--- src/rtl/wb_queue.sv ---
// Write-back queue: buffers ALU/LSU results in a small circular FIFO, drains one
// entry per cycle onto the register-file write port and forwards pending values.
module wb_queue #(
  parameter int DEPTH = 4,
  parameter int XLEN  = 32,
  parameter int AW    = 5
) (
  input  logic                     clk,
  input  logic                     rst_n,
  input  logic                     alu_valid,
  input  logic [AW-1:0]            alu_rd,
  input  logic [XLEN-1:0]          alu_data,
  output logic                     alu_ready,
  input  logic                     lsu_valid,
  input  logic [AW-1:0]            lsu_rd,
  input  logic [XLEN-1:0]          lsu_data,
  output logic                     lsu_ready,
  output logic                     we3,
  output logic [AW-1:0]            wa3,
  output logic [XLEN-1:0]          wd3,
  input  logic [AW-1:0]            ra1,
  input  logic [AW-1:0]            ra2,
  output logic                     fwd1_hit,
  output logic [XLEN-1:0]          fwd1_data,
  output logic                     fwd2_hit,
  output logic [XLEN-1:0]          fwd2_data,
  output logic                     empty,
  output logic [$clog2(DEPTH):0]   count
);

  localparam int PW = $clog2(DEPTH);
  localparam int CW = PW + 1;
  localparam logic [CW-1:0] FULL      = CW'(DEPTH);
  localparam logic [CW-1:0] NEAR_FULL = CW'(DEPTH - 1);

  logic [AW-1:0]   addr_q [DEPTH];
  logic [AW-1:0]   addr_d [DEPTH];
  logic [XLEN-1:0] data_q [DEPTH];
  logic [XLEN-1:0] data_d [DEPTH];
  logic [PW-1:0]   head_q, head_d;
  logic [PW-1:0]   tail_q, tail_d;
  logic [CW-1:0]   count_q, count_d;

  logic            alu_store;
  logic            lsu_store;
  logic            pop;
  logic [PW-1:0]   lsu_slot;

  // Readiness looks only at registered occupancy; the same-cycle drain earns no credit.
  always_comb begin
    alu_ready = (count_q < FULL);
    lsu_ready = (count_q < NEAR_FULL) || ((count_q < FULL) && !alu_valid);
  end

  always_comb begin
    alu_store = alu_valid && alu_ready && (alu_rd != '0);
    lsu_store = lsu_valid && lsu_ready && (lsu_rd != '0);
    pop       = (count_q != '0);
    lsu_slot  = alu_store ? tail_q + PW'(1) : tail_q;

    addr_d = addr_q;
    data_d = data_q;
    if (alu_store) begin
      addr_d[tail_q] = alu_rd;
      data_d[tail_q] = alu_data;
    end
    if (lsu_store) begin
      addr_d[lsu_slot] = lsu_rd;
      data_d[lsu_slot] = lsu_data;
    end

    tail_d  = tail_q + PW'(alu_store) + PW'(lsu_store);
    head_d  = pop ? head_q + PW'(1) : head_q;
    count_d = count_q + CW'(alu_store) + CW'(lsu_store) - CW'(pop);
  end

  always_ff @(posedge clk or negedge rst_n) begin
    if (!rst_n) begin
      head_q  <= '0;
      tail_q  <= '0;
      count_q <= '0;
    end else begin
      head_q  <= head_d;
      tail_q  <= tail_d;
      count_q <= count_d;
    end
  end

  // Entry payloads need no reset: nothing outside the live window is ever observed.
  always_ff @(posedge clk) begin
    addr_q <= addr_d;
    data_q <= data_d;
  end

  assign we3   = (count_q != '0);
  assign wa3   = addr_q[head_q];
  assign wd3   = data_q[head_q];
  assign empty = (count_q == '0);
  assign count = count_q;

  // Walk oldest to youngest so a later match overrides an earlier one.
  always_comb begin
    fwd1_hit  = 1'b0;
    fwd1_data = '0;
    fwd2_hit  = 1'b0;
    fwd2_data = '0;
    for (int i = 0; i < DEPTH; i++) begin
      if (CW'(i) < count_q) begin
        if ((ra1 != '0) && (addr_q[head_q + PW'(i)] == ra1)) begin
          fwd1_hit  = 1'b1;
          fwd1_data = data_q[head_q + PW'(i)];
        end
        if ((ra2 != '0) && (addr_q[head_q + PW'(i)] == ra2)) begin
          fwd2_hit  = 1'b1;
          fwd2_data = data_q[head_q + PW'(i)];
        end
      end
    end
  end

endmodule

--- config.mk ---
export PLATFORM = sky130hd
export DESIGN_NAME = wb_queue
export DESIGN_NICKNAME = d
export VERILOG_FILES = /design/src/rtl/wb_queue.sv
export SDC_FILE = /design/constraint.sdc
export NUM_CORES = 1
export LEC_CHECK = 0
export ABC_AREA = 0
export BUFFER_PORTS_ARGS = -buffer_cell sky130_fd_sc_hd__buf_2
export CAP_MARGIN = 10
export CORE_MARGIN = 5
export CORE_UTILIZATION = 53
export CTS_CLUSTER_DIAMETER = 100
export DETAILED_ROUTE_END_ITERATION = 8
export PLACE_DENSITY = 0.78
export SLEW_MARGIN = 20
export SYNTH_ARGS = -nofsm -noshare
export SYNTH_HDL_FRONTEND = slang
export SYNTH_SLANG_ARGS = --single-unit
export TNS_END_PERCENT = 20
--- constraint.sdc ---
create_clock -name clk -period 4.7 [get_ports clk]
set_input_delay 1.41 -clock clk [delete_from_list [all_inputs] [get_ports clk]]
set_output_delay 1.41 -clock clk [all_outputs]
set_load 0.005 [all_outputs]
# Yosys cells after proc, flatten, opt, wreduce, memory -nomap -nowiden
# Index checks and enable logic that the tools add are counted.
[classes] magnitude_cmp=14 reduce_logical=23 eq_ne=8 n_addsub=9 bitwise_logic=6 mux=73
[op_table] operator="32-bit two-way mux" count=26
[op_table] operator="32-bit binary-select mux with 2-bit select" count=4
[op_table] operator="128-bit bitwise mux" count=2
[op_table] operator="128-bit two-way mux" count=2
[op_table] operator="32-bit demux with 2-bit select" count=2
[op_table] operator="5-bit two-way mux" count=10
[op_table] operator="5-bit binary-select mux with 2-bit select" count=4
[op_table] operator="20-bit bitwise mux" count=2
[op_table] operator="5-bit == test" count=8
[op_table] operator="20-bit two-way mux" count=2
[op_table] operator="5-bit demux with 2-bit select" count=2
[op_table] operator="5-bit nonzero test" count=4
[op_table] operator="3-bit >= comparator (second input constant)" count=6
[op_table] operator="2-bit inverter with 3-bit output" count=6
[op_table] operator="1-bit two-way mux" count=16
[op_table] operator="1-bit logical AND" count=15
[op_table] operator="3-bit by 1-bit adder with 3-bit output" count=2
[op_table] operator="1-bit by 3-bit less-than comparator with 1-bit output (first input constant)" count=2
[op_table] operator="2-bit by 3-bit less-than comparator with 1-bit output (first input constant)" count=2
[op_table] operator="3-bit by 1-bit less-than comparator with 1-bit output (second input constant)" count=2
[op_table] operator="2-bit by 1-bit adder with 2-bit output" count=2
[op_table] operator="2-bit by 1-bit adder with 2-bit output (second input constant)" count=2
[op_table] operator="2-bit adder (second input constant)" count=2
[op_table] operator="3-bit zero test" count=1
[op_table] operator="7 further kinds" count=7
[totals] out_inout_bits=110 in_bits=88 ff_bits=155 word_cells=144

# Longest topological paths before layout
[logic_depth] depth_word=14 ltp_mapped=12 depth_no_buf=8

# Least setup slack after synthesis
# No wires, ideal clock.
[synth_timing] kind="input to output" startpoint="input port ra2[0]" endpoint="output port fwd2_data[0]" path_slack_ns=-0.076 cell_stages=9 path_buffers=2 t_required_ns=3.290 t_arrival_ns=3.366 path_cell_list="clkbuf_1 -> nor3_1 -> a21oi_1 -> mux2i_1 -> or3_1 -> nor4_4 -> buf_6 -> a221oi_2 -> o31ai_2"
[synth_between] elab_chain_len=10 elab_cells_between_ends=17 cone_classes="4 x eq/ne; 8 x mux; 5 x reduce/logical"
[synth_lines] element="start, declared" line="22" source="input logic [AW-1:0] ra2,"
[synth_lines] element="5-bit == test or 5-bit nonzero test (tied branches)" line="113" source="if ((ra2 != '0) && (addr_q[head_q + PW'(i)] == ra2)) begin"
[synth_lines] element="1-bit logical AND" line="113"
[synth_lines] element="32-bit two-way mux" line="113"
[synth_lines] element="32-bit two-way mux" line="108" source="if (CW'(i) < count_q) begin"
[synth_lines] element="32-bit two-way mux" line="113"
[synth_lines] element="32-bit two-way mux" line="108"
[synth_lines] element="32-bit two-way mux" line="113"
[synth_lines] element="32-bit two-way mux" line="108"
[synth_lines] element="32-bit two-way mux" line="113"
[synth_lines] element="32-bit two-way mux (*)" line="108"
[synth_lines] element="end, declared" line="26" source="output logic [XLEN-1:0] fwd2_data,"
# Mark *: on every way between the ends. The rest lies on a longest branch, timed or not.

# Final worst setup path
[layout_timing] startpoint="input port ra1[2]" endpoint="output port fwd1_data[13]"
[layout_between] elab_chain_len=10 elab_cells_between_ends=17 cone_classes="4 x eq/ne; 8 x mux; 5 x reduce/logical"
[layout_lines] element="start, declared" line="21" source="input logic [AW-1:0] ra1,"
[layout_lines] element="5-bit == test or 5-bit nonzero test (tied branches)" line="109" source="if ((ra1 != '0) && (addr_q[head_q + PW'(i)] == ra1)) begin"
[layout_lines] element="1-bit logical AND" line="109"
[layout_lines] element="32-bit two-way mux" line="109"
[layout_lines] element="32-bit two-way mux" line="108"
[layout_lines] element="32-bit two-way mux" line="109"
[layout_lines] element="32-bit two-way mux" line="108"
[layout_lines] element="32-bit two-way mux" line="109"
[layout_lines] element="32-bit two-way mux" line="108"
[layout_lines] element="32-bit two-way mux" line="109"
[layout_lines] element="32-bit two-way mux (*)" line="108"
[layout_lines] element="end, declared" line="24" source="output logic [XLEN-1:0] fwd1_data,"
# Marked as above.

==> results summary <==
The final worst slack came out at -192 ps. VDD sags by at most 0.406 mV. The number of enable flip-flop cells after synthesis is 0. For this design, the sink count on the clock tree is roughly 160. The tightest slew margin relative to the limit is 39.7%. The share of layout cells above drive strength 1 is roughly two fifths. The family of cells with the greatest summed delay on the critical path is buffers and inverters.

The number of max-slew violations in the final report was 0. The worst stage delay on the critical path is between 300 and 400 ps. Input and output buffers added on the ports amount to around 200. In the post-synthesis netlist, the biggest area contributors are dfxtp_1 23%, mux4_2 23%, mux2i_1 14%. Setup repair after global routing could not meet its margin everywhere. The total leakage power is just over 7 nW. The maximum fanout along the worst path came out at 8. The master of the slowest instance on the critical path is or3_4. The critical path arrival is approximately 3500 ps.

The total detailed-routing wirelength is ~43000 µm. The post-route minimum period came out at a little under 5000 ps. The area used by multi-input combinational logic came out at around 10000 µm². The pin count of the biggest net entering global routing is 86. The global-route congestion overflow total is 0. Static timing analysis puts the maximum clock frequency at 204 MHz.

Detailed routing inserted a total of about 12000 vias. The tightest hold path in the finished design has a slack of between 500 and 600 ps. Measured along the y axis, the die boundary spans ~170 µm.

The final cycle utilization of the critical path came out at 104%. The synthesis-to-finish area growth came out at 24.5%. Routability-driven placement finished with a final weighted congestion of around 0.94.

The clock-pin slew on the worst setup and hold paths is 60 ps. The commonest cells after synthesis are 180 x mux2i_1, 148 x dfxtp_1, 131 x mux4_2. The overall fraction of global-route tracks in use came out at between 20% and 30%. The maximum level of the CTS H-tree came out at 4. The worst setup path is of the in2out kind. For this block, the initial DRC count from the detailed router was 1587.

The setup violation total in the final timing report is 53. Yosys printed 0 warnings. The final hold violation count was 0. The detailed-routed wire length on met3 came out at around 4700 µm.

The setup slack at placement is -251 ps. The count of boundary I/O pins came out at about 200. The sort of element at the start of the critical path is an input pin. The number of antenna violations at the first check in global routing came out at 10. The mean area per synthesized cell came out at ~10 µm². The final layout net count is between 1500 and 2000. The net count after synthesis came out at about 1400.

In the routed layout, each cell is associated on average with a via count of around 6.8. The cell sitting at the root of the clock tree is a clkbuf_16. The largest buffer count on any clock path came out at 2. The most common cell in the synthesized netlist is mux2i_1. The flow ran to the end, but the final reports show violations. The wire length of the first global-routing pass came out at approximately 65000 µm. The combined flip-flop and latch cell area is around 3100 µm². The width of the chip came out at 167 µm. The cell area after placement is about 15000 µm². Once the floorplan was initialized, standard cells occupied a little over half of the core. The pin slew with the least headroom to its limit came out at 905 ps. The number of rows created at floorplan came out at 57. Data on the critical path is required at its endpoint by 3290 ps. Total power for the finished layout comes to ~0.014 W. The summed negative setup slack over all endpoints came out at -4560 ps. Counting flops and latches in the post-synthesis netlist gives 155.

Counting every instance in the synthesized netlist gives 1317. The average routed wire per standard cell came out at ~24 µm. The commonest register cell after synthesis is dfxtp_1.

The biggest area contributor in the post-synthesis netlist is dfxtp_1. The final reports fail on negative setup slack. The fraction of registers with async set or reset after synthesis is between 4 and 5%.

The detailed-routed wire length on met2 came out at 20700 µm. The core area is about 24000 µm². The via count of the first global-routing pass is roughly 12000.

The full die area is between 20000 and 30000 µm². Traced cell by cell, the critical path runs through buf_2 > nor4_4 > buf_4 > a21oi_2 > mux2i_1 > or3_4 > a2111oi_4 > buf_4 > clkbuf_16 > nand2_2 > a31oi_4 > buf_2. In this run the power density over the cells is ~830 nW/µm². Summed over its instances, the top area cell type makes up 22.8% of the synthesized netlist area. The sum of buffers and inverters on the critical path came out at 5. The count of TritonRoute iterations in the first routing pass is 8. STA classifies the critical path endpoint as an output port. TritonCTS built the clock tree. The detailed-placement wirelength estimate is between 20000 and 30000 µm. The count of fill cells added during filler insertion came out at about 1800.

The remaining antenna violation count came out at 0. The clock reaches the later pin of the worst-skew pair after roughly 430 ps. The largest clock skew in the final design came out at just under 5 ps.

The cell area after synthesis is about 13000 µm². The number of max-cap violations came out at 0. The count of cell types in the netlist came out at 57. After routing the design area is 16200 µm². The remaining routing DRC violations is 0. The highest layer touched by signal routing is met5. The min-delay analysis places its worst path in the category reg2reg. The number of clock buffers inserted by TritonCTS is 17. In the final routing, the length of wire on met1 measures 15900 µm. The sequential cell area fraction in the yosys report is 24.1%.
## power by group
| part | internal, W | total, W | switching, W | leakage (nW) |
|---|---|---|---|---|
| combinational | 0.00456 | 0.00914 | 0.00459 | 5.54 |
| clock | 0.000874 | 0.00146 | 0.000582 | 0.303 |
| sequential | 0.00205 | 0.00291 | 0.000861 | 1.33 |
## tightest hold or removal path, stage by stage, from the launching register on
cell	delay, ps
dfxtp_1	330
mux2i_1	130
a21oi_1	70
## path summary, 6_finish.rpt
path                              from             to  slack (ps)  depth (start not counted)
setup / recovery                ra1[2]  fwd1_data[13]        -190                         12
hold / removal             data_q[109]    data_q[109]         570                          2
setup reg to reg              count[2]     data_q[58]        1990                          8
hold reg to reg            data_q[109]    data_q[109]         570                          2
max in group asynchronous        rst_n      head_q[1]        3710                          1
min in group asynchronous        rst_n       count[1]         810                          1
## flip-flops by register name, indices dropped and copies added, names as in the netlist
register	cells
tail_q	2
addr_q	20
head_q	2
count	3
data_q	128
## kinds of logic after synthesis
kind of cell / share of synthesized area (%)
flip-flops: 24.1
AO/OA/AOI/OAI: 18.6
AND/OR/NAND/NOR: 10.4
multiplexers: 37.7
XOR/XNOR: 2.96
adder cells (fa/ha/maj): 1.13
buffers and inverters: 5.18
## cell usage in the layout (no fill, tap or decap), drive strengths merged, types with 8 or more instances in the layout
master    n
buf     295
mux2i   182
dfxtp   148
mux4    131
nand2   120
nor2    113
a21oi   112
o21ai    75
and2     32
o22ai    32
a221oi   32
xnor2    31
o31ai    31
a22oi    31
clkbuf   22
inv      18
xor2     13
mux2     10
clkinv    9
nor3      8
a31oi     8
## stage by stage
step,instances,utilization (%)
6_report,1845,66.8
5_1_grt,1845,66.8
4_1_cts,1829,64.4
3_5_place_dp,1791,60.9
3_3_place_gp,1791,60.9
2_1_floorplan,1317,-
## what timing repair did
action                     4_1_cts  5_1_grt
cloned                           1        4
pin swaps                       48       22
setup endpoints to repair       64       66
hold endpoints to repair         0        0
gates resized for setup         27       65
setup buffers                    6       10
hold buffers                     0        0
## routing by layer
metal / GRT usage (%) / up-vias
met3: 6.54 / 185
li1: - / 5391
met5: 0 / -
met2: 47.3 / 895
met1: 35.5 / 6011
met4: 13.7 / 14
## final cells by class
class                      count  share of cell area, %
clock inverter                12                  0.896
multi-input combinational   1015                   60.2
sequential                   155                   19.4
inverter                      19                  0.448
timing repair buffer         298                   13.6
antenna                        3                 0.0464
clock buffer                  19                   2.87
tap                          324                   2.50
Power figures use the tool's default switching activity.
